$ cat config.mk
export PLATFORM = sky130hd
export DESIGN_NAME = mesm6_panel_ctl
export DESIGN_NICKNAME = d
export VERILOG_FILES = /design/src/rtl/mesm6_panel_ctl.sv
export SDC_FILE = /design/constraint.sdc
export NUM_CORES = 1
export LEC_CHECK = 0
export CAP_MARGIN = 20
export CORE_MARGIN = 4
export CORE_UTILIZATION = 35
export CTS_CLUSTER_DIAMETER = 200
export DETAILED_ROUTE_END_ITERATION = 7
export PLACE_DENSITY = 0.68
export SYNTH_ARGS = -nofsm -noshare
export SYNTH_HDL_FRONTEND = slang
export SYNTH_SLANG_ARGS = --single-unit
$ cat constraint.sdc
create_clock -name clk -period 2.15 [get_ports clk]
set_input_delay 0.215 -clock clk [delete_from_list [all_inputs] [get_ports clk]]
set_output_delay 0.215 -clock clk [all_outputs]
set_load 0.01 [all_outputs]
$ cat src/rtl/mesm6_panel_ctl.sv
// rtl/mesm6_panel_ctl.sv - MESM-6 front-panel control sequencer
// Turns debounced button presses into CPU reset, run/halt and single-step actions.
module mesm6_panel_ctl #(
  parameter int RST_CYCLES   = 16,
  parameter int STOP_TIMEOUT = 1024
) (
  input  logic       clk,
  input  logic       reset,
  input  logic [9:0] sw,
  input  logic       cpu_idle,
  input  logic       cpu_stop,
  input  logic       step_ack,
  output logic       cpu_reset,
  output logic       cpu_run,
  output logic       step_req,
  output logic [5:0] panel_data,
  output logic       led_run,
  output logic       led_halt,
  output logic       stop_err
);

  localparam int CNT_MAX = (RST_CYCLES > STOP_TIMEOUT) ? RST_CYCLES : STOP_TIMEOUT;
  localparam int CW      = $clog2(CNT_MAX) + 1;
  localparam logic [CW-1:0] RST_LAST  = CW'(RST_CYCLES - 1);
  localparam logic [CW-1:0] STOP_LAST = CW'(STOP_TIMEOUT - 1);

  localparam logic [2:0] S_RESET_HOLD = 3'd0;
  localparam logic [2:0] S_HALTED     = 3'd1;
  localparam logic [2:0] S_RUNNING    = 3'd2;
  localparam logic [2:0] S_STOPPING   = 3'd3;
  localparam logic [2:0] S_STEP_REQ   = 3'd4;
  localparam logic [2:0] S_STEP_WAIT  = 3'd5;

  logic [2:0]    state, state_n;
  logic [CW-1:0] cnt, cnt_n;
  logic          err_n;
  logic [3:0]    sw_q;
  logic [3:0]    press;
  logic [3:0]    sel, sel_q;

  assign press = sw[3:0] & ~sw_q;

  // One-hot winner of simultaneous presses: CLR > HALT > RUN > STEP.
  always_comb begin
    sel = 4'b0000;
    if (press[3])      sel = 4'b1000;
    else if (press[1]) sel = 4'b0010;
    else if (press[0]) sel = 4'b0001;
    else if (press[2]) sel = 4'b0100;
  end

  // Presses are registered so no output has a combinational path from sw.
  always_ff @(posedge clk or posedge reset) begin
    if (reset) begin
      sw_q       <= 4'b1111;
      sel_q      <= 4'b0000;
      panel_data <= 6'd0;
    end else begin
      sw_q  <= sw[3:0];
      sel_q <= sel;
      if (|press) panel_data <= sw[9:4];
    end
  end

  always_comb begin
    state_n = state;
    cnt_n   = cnt;
    err_n   = stop_err;
    if (state != S_RESET_HOLD && sel_q[3]) begin
      state_n = S_RESET_HOLD;
      cnt_n   = '0;
      err_n   = 1'b0;
    end else begin
      case (state)
        S_RESET_HOLD: begin
          if (cnt == RST_LAST) begin
            state_n = S_HALTED;
            cnt_n   = '0;
          end else begin
            cnt_n = cnt + CW'(1);
          end
        end
        S_HALTED: begin
          if (sel_q[0])      state_n = S_RUNNING;
          else if (sel_q[2]) state_n = S_STEP_REQ;
        end
        S_RUNNING: begin
          if (cpu_stop) begin
            state_n = S_HALTED;
          end else if (sel_q[1]) begin
            state_n = S_STOPPING;
            cnt_n   = '0;
          end
        end
        S_STOPPING: begin
          if (cpu_idle) begin
            state_n = S_HALTED;
          end else if (cnt == STOP_LAST) begin
            state_n = S_HALTED;
            err_n   = 1'b1;
          end else begin
            cnt_n = cnt + CW'(1);
          end
        end
        S_STEP_REQ:  if (step_ack)  state_n = S_STEP_WAIT;
        S_STEP_WAIT: if (!step_ack) state_n = S_HALTED;
        default: begin
          state_n = S_RESET_HOLD;
          cnt_n   = '0;
        end
      endcase
    end
  end

  always_ff @(posedge clk or posedge reset) begin
    if (reset) begin
      state    <= S_RESET_HOLD;
      cnt      <= '0;
      stop_err <= 1'b0;
    end else begin
      state    <= state_n;
      cnt      <= cnt_n;
      stop_err <= err_n;
    end
  end

  assign cpu_reset = (state == S_RESET_HOLD);
  assign cpu_run   = (state == S_RUNNING);
  assign led_run   = (state == S_RUNNING);
  assign led_halt  = (state == S_HALTED);
  assign step_req  = (state == S_STEP_REQ);

endmodule
Yosys cells after proc, flatten, opt, wreduce, memory -nomap -nowiden

Cells that the tools add are included.

Muxes and demuxes: 26
Add/subtract/negate cells: 1
Bitwise gates (word level): 2
Reduce and logical (&&, ||, !) cells: 10
Equal/unequal tests: 19

Operators by type and width:

| cell                    | count |
|---|---|
| $mux W11                | 6 |
| $pmux W11 S4            | 1 |
| $mux W3                 | 13 |
| $pmux W3 S6             | 1 |
| $add A11 B1 Y11 const B | 1 |
| $eq A11 B10 Y1 const B  | 1 |
| $eq A11 B4 Y1 const B   | 1 |
| $ne A3 B3 Y1 const B    | 3 |
| $eq A3 B2 Y1 const B    | 2 |
| $eq A3 B3 Y1 const B    | 2 |
| $ne A3 B1 Y1 const B    | 2 |
| $ne A3 B2 Y1 const B    | 2 |
| $reduce_and A6 Y1       | 1 |
| $reduce_and A5 Y1       | 1 |
| $and A4 B4 Y4           | 1 |
| $mux W1                 | 4 |
| $mux W4                 | 1 |
| $ne A2 B1 Y1 const B    | 2 |
| $ne A4 B1 Y1 const B    | 1 |
| $ne A4 B2 Y1 const B    | 1 |
| $ne A4 B4 Y1 const B    | 1 |
| $not A4 Y4              | 1 |
| $reduce_bool A2 Y1      | 2 |
| $reduce_or A4 Y1        | 1 |
| 6 further kinds         | 6 |

Output and inout port bits: 12
Bits of input ports: 15
Register bits: 29
Logic and storage cells: 64

Longest topological paths before layout

Gate-level depths: netlist of the first run.

Depth after elaboration: 6
Mapped depth: 8
Mapped depth without buffers: 7

Worst setup path after synthesis of the first run

No wires, ideal clock.

Path type: reg2reg
Start point: reg cnt[0]
End point: reg cnt[10]
Cell stages (with the launch flop): 9
Period minus slack after synthesis: 1.935 ns
Setup time: 0.119 ns
Arrival: 1.816 ns
Data required time: 2.031 ns
Buffers on the path: 1
Setup slack: 0.215 ns
Cell sequence: dfrtp_1 ha_1 nand4_1 or3_4 or2_4 nand3b_4 buf_4 a21oi_1 a21o_2

Word-level cells in the longest chain between the ends: 5
Elaborated cells on any way between the ends: 10
Classes of those cells: 1 x add/sub; 3 x eq/ne; 5 x mux; 1 x reduce/logical

Ends and longest elaborated chain:

| item                     | RTL line | source |
|---|---|---|
| start: declaration       | 35       | `logic [CW-1:0] cnt, cnt_n;` |
| start signal: assignment | 122      | `cnt <= cnt_n;` |
| $add A11 B1 Y11          | 80, 102  |  |
| $mux W11                 | 98       | `end else if (cnt == STOP_LAST) begin` |
| $mux W11                 | 96       | `if (cpu_idle) begin` |
| $pmux W11 S4             | 74       | `case (state)` |
| $mux W11                 | 69       | `if (state != S_RESET_HOLD && sel_q[3]) begin` |

Parallel ways exist; a longest one is shown, timed or not. The select of a mux whose other input is x is not followed.
A chain may end at the register's enable or synchronous reset.

Worst setup path after layout of the first run

Start point: reg cnt[0]
End point: reg cnt[6]

The elaborated chain is that of the path after synthesis.

==> results of run 1 <==
-- worst paths after layout --
check / cells after the start / to / slack, ps
worst min register to register: 2 / stop_err / 500
worst min-delay path: 3 / state[1] / 300
min in group clk: 1 / sw_q[0] / 370
max in group asynchronous: 3 / sw_q[2] / 1540
worst max-delay path: 7 / cnt[6] / 110
worst max register to register: 7 / cnt[6] / 110
-- state kept, by name, indices dropped and copies added, names as in the netlist --
name / cells
cnt: 11
stop_err: 1
sel_q: 4
panel_data: 6
state: 3
sw_q: 4
-- area by class of cell --
class,instances,area [um^2],area share
repair buffers,32,304,0.156
clock buffers,5,68.8,0.0353
well taps,50,62.6,0.0321
flip-flops and latches,29,732,0.376
inverters,7,26.3,0.0135
multi-input cells,110,736,0.378
clock inverters,3,17.5,0.00900
-- cell families (layout without fill, tap and decap cells) --
kind of cell               after synthesis  in the layout  synth area share
and+or+nand+nor                         67             67             0.257
AOI/OAI and AO/OA                       32             33             0.144
DFF                                     29             29             0.479
buffers and inverters                   13             47            0.0509
muxes                                    6              6            0.0443
xor gates and xnor gates                 3              3            0.0172
adders and majority gates                1              1           0.00820
-- repair_timing --
item / CTS / global route
pin swaps: 0 / 1
setup buffers: 0 / 1
cloned: 0 / 1
endpoints found under the setup margin: 1 / 7
resized for setup: 1 / 3
-- metal layers --
| metal | GRT usage | up-vias |
|---|---|---|
| li1 | - | 595 |
| met1 | 0.144 | 608 |
| met2 | 0.217 | 46 |
| met3 | 0.0419 | 4 |
| met4 | 0.0825 | 0 |
| met5 | 0 | - |
-- critical path: cells and delay by family (launching register included) --
family | cells | cell delay [ps]
compound gates | 2 | 260
fa+ha+maj | 1 | 210
flops | 1 | 390
simple gates | 4 | 1070
-- layout by cell type, fill, tap and decap left out, types with 2 or more instances in the layout --
cell and count:
nor2_1 13, o21ai_0 14, a21oi_1 4, nand2_1 16, nand2b_1 5, nor2b_1 2
dfrtp_1 24, o211ai_1 3, clkbuf_8 5, nand3_1 2, a21oi_4 2, buf_4 6
nor3b_1 5, dfstp_2 4, mux2_2 6, clkinv_2 2, xnor2_1 2, nor4_1 2
nand3b_1 4, nor3_1 5, clkdlybuf4s50_1 25, inv_1 7, a21o_2 2, or3_1 3
-- stage by stage --
stage	total power [W]	hold slack [ps]	instances	utilization	instance area [um^2]
final	0.00182	301	236	0.473	1950
after global routing	0.00192	345	236	0.473	1950
after CTS	0.00177	313	234	0.466	1920
after detailed placement	0.00134	495	226	0.446	1830
after global placement	0.00131	486	226	0.446	1830
after floorplan	0.00113	219	151	-	1530
-- power breakdown --
part | total, W | internal (W) | switching, W | leakage (nW)
clock | 0.000429 | 0.000223 | 0.000207 | 0.0439
sequential | 0.000644 | 0.000603 | 0.0000418 | 0.368
combinational | 0.000744 | 0.000352 | 0.000392 | 0.379
==> summary.md, run 1 <==
| Metric | Value |
|---|---|
| Setup Skew | 10.8 ps |
| Worst setup startpoint | cnt[0] |
| CTS tree | built |
| Status | complete, no violations |
| Row cnt | 23 |
| Root buf cell | clkbuf_8 |
| Clk slew on worst S/H paths | 70 ps |
| Critical Path Max Stage Delay | 430 ps |
| Setup crit start kind | flip-flop |
| Max stage delay cell, worst path | or3_4 |
| Cell taking the most area after synthesis | dfrtp_1 |
| Wl on met1 | 1.40 mm |
| Yosys reg bits | 29 |
| Final period util | 0.949 |
| Number of antenna diodes | 0 |
| Wirelength, routed | 3.26 mm |
| First-pass GRT wire length | 5.49 mm |
| Iter 0 DRT Violations | 71 |
| Gr usage total | 0.130 |
| Fmax | 490 MHz |
| Critical Path, Cell by Cell | ha_2 > nand4_1 > or3_4 > or2_4 > nand3b_4 > a21oi_1 > a21o_2 |
| Nets | 201 |
| Core Area | 4120 um^2 |
| Avg Cell Area, Syn | 10.1 um^2 |
| Critical Path RT | 2310 ps |
| R2R Path Start | cnt[0] |
| Placed wire-length estimate | 2.37 mm |
| Skew-Pair Late Insertion Delay | 280 ps |
| Die footprint | 5480 um^2 |
| Crit path max fanout | 14 |
| Layout cells sized above 1 | 0.210 |
| Post-route DRC | 0 |
| Cell area after synthesis | 1530 um^2 |
| Input/output buffers | 26 |
| Final setup violation count | 0 |
| Crit path kind | flip-flop to flip-flop |
| Initial Util | 0.371 |
| CP arrival | 2200 ps |
| Wire length on met3 | 251 um |
| Post-DRT Antenna Nets | 0 |
| Setup TNS | 0 ps |
| RSZ-0062 raised after global routing | false |
| Post-synth cell types | 42 |
| Drt wl/cell | 13.8 um |
| Gr ovfl total | 0 |
| Sink Count | 29 |
| Tmin final | 2040 ps |
| Static Leak | 0.791 nW |
| Worst setup EP type | flip-flop |
| Fin worst setup slack | 110 ps |
| Ranking of synthesized cells by area | dfrtp_1 41%, dfstp_2 6.9%, o21ai_0 4.6% |
| TritonRoute pass-1 iters | 4 |
| Cell count after synthesis | 151 |
| Hold buffers post-CTS | 0 |
| Largest net degree at the start of global routing | 30 |
| EDFF count, synth | 0 |
| Routed vias/inst | 5.31 |
| Yosys top cell area share | 0.410 |
| H-Tree Depth | 2 |
| Top-count cell post-synth | dfrtp_1 |
| Initial antenna violation count | 0 |
| Area grow syn2layout | 27.6% |
| Met2 WL | 1.56 mm |
| Fillcell total | 380 |
| Peak supply drop | 551 uV |
| Top cells by count, synth | 25 x dfrtp_1, 16 x nand2_1, 14 x o21ai_0 |
| Slew @ Worst Pin | 616 ps |
| PwrDens | 934 nW/um^2 |
| Number of global-route vias before repair | 1,329 |
| Top routing layer in use | met4 |
| Predominant post-synthesis flop cell | dfrtp_1 |
| Worst hold path class | primary input to async pin |
| Die height | 74.0 um |
| Yosys warns | 0 |
| Clock Tree Buf Depth | 2 |
| Gpl congestion | 0.783 |
| Cts bufs inserted | 5 |
| Max Slew Vio Count | 0 |
| Seq/Total Area, Yosys | 0.479 |
| I/O pin cnt | 27 |
| Syn_nets | 167 |
| Max-slew headroom | 0.588 |
| Post-synthesis async set-or-reset flop share | 1.00 |
| Via Count | 1,253 |
| Die width | 74.0 um |
| MaxCap Viol Count | 0 |
| Pre-CTS setup slack | 46.7 ps |
| Final Hold Vio Count | 0 |
Note: power is estimated with default switching activity, not from simulation.
==> inputs of run 2 (changes only) <==
SLEW_MARGIN = 20   (was default)
==> results of run 2 <==
The final DEF is identical to that of run 1; final timing and power are the same.
